## src/rtl/display_scan_ctrl.sv

```systemverilog
// display_scan_ctrl: time-multiplexed 7-segment scan controller.
//
// Steps through NUM_DIGITS digit slots of PRESC_DIV clocks each. Every slot
// opens with DEAD_CYC blanked cycles and then drives that digit's anode
// (active-low) for the rest of the slot. Digit codes are double-buffered.
// LOAD writes the shadow register. The shadow is committed to the active
// register only at a frame wrap, so a frame never shows a mix of old and new
// data.
//
// Optional build macro LZ_BLANK_EN: leading-zero blanking. When it is defined,
// a digit is not driven if it and every higher digit are zero. Digit 0 is
// always driven.
//
// Ports:
//   CLK      system clock, rising edge
//   RST      synchronous reset, active-high
//   EN       scan enable; low freezes the scan and blanks the anodes
//   LOAD     single-cycle strobe that captures VAL into the shadow register
//   VAL      packed digit codes; digit i = VAL[4i+3:4i]
//   SA       code of the digit currently scanned (SA[3] = W)
//   AN       anode enables, active-low, at most one low at a time
//   DIG_IDX  index of the current slot
//   PEND     shadow holds data that has not been committed yet
//   FRAME    one-cycle pulse when the index wraps from the last slot to 0
module display_scan_ctrl #(
  parameter int unsigned NUM_DIGITS = 4,
  parameter int unsigned PRESC_DIV  = 50000,
  parameter int unsigned DEAD_CYC   = 2
) (
  input  logic                          CLK,
  input  logic                          RST,
  input  logic                          EN,
  input  logic                          LOAD,
  input  logic [4*NUM_DIGITS-1:0]       VAL,
  output logic [3:0]                    SA,
  output logic [NUM_DIGITS-1:0]         AN,
  output logic [$clog2(NUM_DIGITS)-1:0] DIG_IDX,
  output logic                          PEND,
  output logic                          FRAME
);

  localparam int unsigned IDX_W  = $clog2(NUM_DIGITS);
  localparam int unsigned CNT_W  = $clog2(PRESC_DIV);
  localparam int unsigned DATA_W = 4 * NUM_DIGITS;

  typedef enum logic {
    ST_BLANK = 1'b0,
    ST_DRIVE = 1'b1
  } state_e;

  state_e              state_q, state_d;
  logic [CNT_W-1:0]    cnt_q, cnt_d;
  logic [IDX_W-1:0]    idx_q, idx_d;
  logic [DATA_W-1:0]   shadow_q, shadow_d;
  logic [DATA_W-1:0]   active_q, active_d;
  logic                pend_q, pend_d;
  logic                frame_q, frame_d;
  logic [3:0]          sa_q, sa_d;
  logic [NUM_DIGITS-1:0] an_q, an_d;

  logic                slot_end;
  logic                last_slot;
  logic                commit;
  logic [NUM_DIGITS-1:0] drive_ok;

  assign slot_end  = (cnt_q == CNT_W'(PRESC_DIV - 1));
  assign last_slot = (idx_q == IDX_W'(NUM_DIGITS - 1));

  // Per-digit permission to drive the anode. Leading-zero blanking
  // suppresses a digit whose own code and all higher codes are zero.
  always_comb begin
    drive_ok = '1;
`ifdef LZ_BLANK_EN
    begin
      logic nz_chain;
      nz_chain = 1'b0;
      for (int i = int'(NUM_DIGITS) - 1; i >= 1; i--) begin
        nz_chain    = nz_chain | (active_q[4*i +: 4] != 4'd0);
        drive_ok[i] = nz_chain;
      end
    end
`endif
  end

  // Next-state logic for prescaler, slot FSM, buffers and outputs.
  always_comb begin
    cnt_d    = cnt_q;
    idx_d    = idx_q;
    state_d  = state_q;
    shadow_d = shadow_q;
    active_d = active_q;
    pend_d   = pend_q;
    frame_d  = 1'b0;
    commit   = 1'b0;

    if (EN) begin
      cnt_d = slot_end ? '0 : cnt_q + CNT_W'(1);

      unique case (state_q)
        ST_BLANK: if (cnt_q == CNT_W'(DEAD_CYC - 1)) state_d = ST_DRIVE;
        ST_DRIVE: if (slot_end)                      state_d = ST_BLANK;
        default:                                     state_d = ST_BLANK;
      endcase

      if (slot_end) begin
        idx_d   = last_slot ? '0 : idx_q + IDX_W'(1);
        frame_d = last_slot;
        commit  = last_slot & pend_q;
      end
    end

    // The commit takes the pre-edge shadow. A LOAD on the same edge refills
    // the shadow and re-arms PEND for the next wrap.
    if (commit) begin
      active_d = shadow_q;
      pend_d   = 1'b0;
    end
    if (LOAD) begin
      shadow_d = VAL;
      pend_d   = 1'b1;
    end

    // SA follows the slot index, so it settles before the anode turns on.
    sa_d = 4'd0;
    for (int i = 0; i < int'(NUM_DIGITS); i++) begin
      if (idx_d == IDX_W'(i)) sa_d = active_d[4*i +: 4];
    end

    an_d = '1;
    for (int i = 0; i < int'(NUM_DIGITS); i++) begin
      if (EN && (state_d == ST_DRIVE) && (idx_d == IDX_W'(i)) && drive_ok[i]) begin
        an_d[i] = 1'b0;
      end
    end
  end

  // State and output registers with synchronous reset.
  always_ff @(posedge CLK) begin
    if (RST) begin
      state_q  <= ST_BLANK;
      cnt_q    <= '0;
      idx_q    <= '0;
      shadow_q <= '0;
      active_q <= '0;
      pend_q   <= 1'b0;
      frame_q  <= 1'b0;
      sa_q     <= 4'd0;
      an_q     <= '1;
    end else begin
      state_q  <= state_d;
      cnt_q    <= cnt_d;
      idx_q    <= idx_d;
      shadow_q <= shadow_d;
      active_q <= active_d;
      pend_q   <= pend_d;
      frame_q  <= frame_d;
      sa_q     <= sa_d;
      an_q     <= an_d;
    end
  end

  assign SA      = sa_q;
  assign AN      = an_q;
  assign DIG_IDX = idx_q;
  assign PEND    = pend_q;
  assign FRAME   = frame_q;

endmodule

```

## config.mk

```make
export PLATFORM = sky130hd
export DESIGN_NAME = display_scan_ctrl
export DESIGN_NICKNAME = d
export VERILOG_FILES = /design/src/rtl/display_scan_ctrl.sv
export SDC_FILE = /design/constraint.sdc
export NUM_CORES = 1
export LEC_CHECK = 0
export CELL_PAD_IN_SITES_DETAIL_PLACEMENT = 0
export CELL_PAD_IN_SITES_GLOBAL_PLACEMENT = 1
export CORE_MARGIN = 10
export CORE_UTILIZATION = 38
export DETAILED_ROUTE_END_ITERATION = 8
export PLACE_DENSITY = 0.85
export SLEW_MARGIN = 20
export SYNTH_ARGS = -nofsm -noshare
export SYNTH_HDL_FRONTEND = slang
export SYNTH_SLANG_ARGS = --single-unit
export TNS_END_PERCENT = 5
```

## constraint.sdc

```tcl
create_clock -name CLK -period 3 [get_ports CLK]
set_clock_uncertainty 0.15 [all_clocks]
set_input_delay 0.9 -clock CLK [delete_from_list [all_inputs] [get_ports CLK]]
set_output_delay 0.9 -clock CLK [all_outputs]
set_load 0.03 [all_outputs]
```

==> results of run 1 <==
==> cells in the mapped netlist (2+ instances only) <==
cell       n
nor2_1    58
and3_1     3
mux2_2     8
mux2i_1   34
nor3_1    10
o22ai_1    3
buf_1      2
nand2_1   14
clkbuf_1   7
a21oi_1    4
nor4_1     3
o31ai_1    5
ha_1       3
dfxtp_1   61
buf_2      2
o31a_1     4
nand4_1    4
nand2b_1   2
xor2_1     8
nand3_1    6
inv_1      6
or3_1      4
and2_1     2
buf_6      3
o21ai_0    5
xnor2_1    5
==> state kept, by name, indices dropped and copies added, names as in the netlist <==
signal and flops:
active_q 16, cnt_q 16, shadow_q 16, AN 4, SA 4, DIG_IDX 2, FRAME 1, PEND 1
state_q 1
==> report_power, final <==
group | total [mW] | switching, mW | internal (mW)
clock | 0.709 | 0.309 | 0.401
sequential | 0.841 | 0.0132 | 0.828
combinational | 0.0889 | 0.0399 | 0.0490
==> final cells by class <==
class                      count  area, µm²  share of cell area (%)
clock buffer                  11      141.4                   4.240
clock inverter                 5      50.05                   1.501
inverter                       6      22.52                  0.6754
multi-input combinational    195       1294                   38.80
sequential                    61       1221                   36.62
tap                           80      100.1                   3.002
timing repair buffer          56      505.5                   15.16
==> through the flow <==
| step | setup TNS, ps | cell area (µm²) |
|---|---|---|
| finish | 0 | 3334 |
| global route | 0 | 3334 |
| CTS | 0 | 3328 |
| detailed placement | -1662 | 3137 |
| global placement | -1028 | 3137 |
| floorplan | 0 | 2621 |
==> worst reg2reg max path: cells and delay by family (launching register included) <==
| kind | cells | cell delay (ps) |
|---|---|---|
| mux | 1 | 330 |
| buf+inv | 1 | 140 |
| flops | 1 | 340 |
| compound gates | 1 | 280 |
| simple gates | 4 | 1200 |
==> worst max-delay path by stage <==
stage	endpoint	slack, ps	cells past startpoint
2_1_floorplan	AN[2]	30	7
3_3_place_gp	SA[2]	-160	8
3_5_place_dp	SA[1]	-230	8
4_1_cts	SA[1]	120	8
5_1_grt	SA[0]	8	8
6_report	SA[3]	170	8
==> cells by family (layout without fill, tap and decap cells) <==
family | after synthesis | count (layout) | share of synthesized area [%]
buffers and inverters | 22 | 78 | 4.296
DFF | 61 | 61 | 46.59
AOI/OAI and AO/OA | 24 | 24 | 6.062
and+or+nand+nor | 112 | 112 | 20.33
xor gates and xnor gates | 13 | 13 | 4.344
adders and majority gates | 3 | 3 | 1.432
muxes | 43 | 43 | 16.95
==> what timing repair did <==
action                                  in CTS  in global routing
endpoints found under the setup margin       0                  6
resized for setup                            0                  1
hold endpoints to repair                     0                  0
==> metal layers <==
metal | vias to the layer above | part of all wire (%)
met3 | 7 | 5.1
met4 | 0 | 1.2
met1 | 925 | 49
met2 | 34 | 44
met5 | - | 0
li1 | 1060 | -
==> impl_metrics.toml, run 1 <==
[status]
status = "finished clean"

[route]
post-route-drc-count = 0
wl_per_cell_um = 13.32
drt-initial-drc-count = 103
drtPass1Iterations = 4
ant_nets = 0
vias = 2026
vias_per_cell = 4.894
wl_mm = 5.516

[global_route]
grt_overflow = 0
grt_use_met3_pct = 4.155
grt_pass1_wl_mm = 8.997
grt.busiest_layer = "met2"
met1_usage_pct = 14.04
grt_use_met2_pct = 15.31
grt_max_degree = 35
grt_pass1_vias = 1925
track_usage_pct = 10.81
antenna_found_initial = 0

[pwr]
peakVddDrop_mv = 0.2641
power.density_mw_per_mm2 = 491.8
total_power_mw = 1.640
p_leak_nw = 1.420

[layout]
final_layout_size_suffix_gt1_share_pct = 16.47
syn2layout_area_growth_pct = 27.21
finalNetCount = 352
antenna_cells = 0
final_common_cell = "dfxtp_1"
nFillCells = 662
mostFrequentLayoutCells = "dfxtp_1, nor2_1, mux2i_1, clkdlybuf4s50_1, buf_4"
finalNonFillerCells = 414
postLayoutCoreUtil_pct = 49.35

[synth]
synth_area_leaders = "dfxtp_1, mux2i_1, nor2_1"
syn_nets = 301
synthCells = 278
synth.yosys.warnings = 0
synth_top_area_share_pct = 46.59
ys_types = 38
syn_area_mm2 = 0.002621
synth_area_per_cell_um2 = 9.429
synth_largest_area_cell = "dfxtp_1"
async_flop_share_pct = 0
ys_ff_latch = 61
synthFlopType = "dfxtp_1"
synth-edff-count = 0
yosysSeqAreaShare_pct = 46.59

[cts]
cts_buffers = 9
tritoncts = "done"
worstSkewPairLatency_ps = 330
clk_pin_slew_ps = 70
root_buffer = "clkbuf_8"
ctsHoldBuffers = 0
htree_levels = 3
cts_sinks = 61
cts_buffer_depth = 2
postCtsSetupBuffers = 0

[run]
max_cap_violations = 0

[worst_setup_path]
cp-startpoint = "EN"
end_kind = "flip-flop"
worst_setup_path_start_kind = "input port"
path_delay_family = "simple AND/OR/NAND/NOR gates"
arrival_ps = 2900
required_ps = 3070
critPathMaxFanout = 5
reg2regPathDepth = 7
crit_path_top_delay_cell = "clkdlybuf4s50_1"
path_cells = "clkdlybuf4s50_1 -> nand4_1 -> nor4_2 -> and2_1 -> buf_4 -> mux2i_2 -> nor3_1 -> o31a_1"
critPathKind = "input port to flip-flop"
max_stage_delay_ps = 470
r2r-start = "cnt_q[10]"
r2r_end = "SA[3]"
worst-path-buf-inv = 2
r2r_slack_ps = 450

[timing]
fmax_mhz = 353.0
hold_violations = 0
period_share_pct = 94.44
tightest_slew_ps = 364.3
fin_crit_ps = 2833
fin_ws_ps = 166.8
slew_violations = 0
rsz0062_at_grt = "false"
whs_ps = 345.6
maxSlewHeadroom_pct = 75.53
setup_viol = 0

[floorplan]
design.die.area_mm2 = 0.01062
row_count = 30
die_w_um = 103.1
dieHeight_um = 103.1
start_util_pct = 38.80
core_area_mm2 = 0.006756
num_io_pins = 32

[place]
port_buffers = 31
pre_cts_slack_ps = -232.4
gp_congestion = 0.8186
dp_hpwl_mm = 3.979
placed_cells = 398

[min_path]
hold-path-cell-count = 2
holdCritStartpoint = "shadow_q[5]"
hold_path_class = "flip-flop to flip-flop"
hold-path-endpoint = "shadow_q[5]"
No activity file was read; power rests on OpenSTA's default activity.
==> run 2: changes to the inputs <==
--- a/config.mk
+++ b/config.mk
@@ -10,6 +10,7 @@
 export CORE_MARGIN = 10
 export CORE_UTILIZATION = 38
 export DETAILED_ROUTE_END_ITERATION = 8
+export GPL_ROUTABILITY_DRIVEN = 0
 export PLACE_DENSITY = 0.85
 export SLEW_MARGIN = 20
 export SYNTH_ARGS = -nofsm -noshare
==> results of run 2 <==
Final layout, timing and power as in run 1 (identical DEF).
==> run 3: changes to the inputs <==
--- a/config.mk
+++ b/config.mk
@@ -12,6 +12,7 @@
 export DETAILED_ROUTE_END_ITERATION = 8
 export GPL_ROUTABILITY_DRIVEN = 0
 export PLACE_DENSITY = 0.85
+export SKIP_CTS_REPAIR_TIMING = 1
 export SLEW_MARGIN = 20
 export SYNTH_ARGS = -nofsm -noshare
 export SYNTH_HDL_FRONTEND = slang
==> results of run 3 <==
Final layout, timing and power as in run 1 (identical DEF).
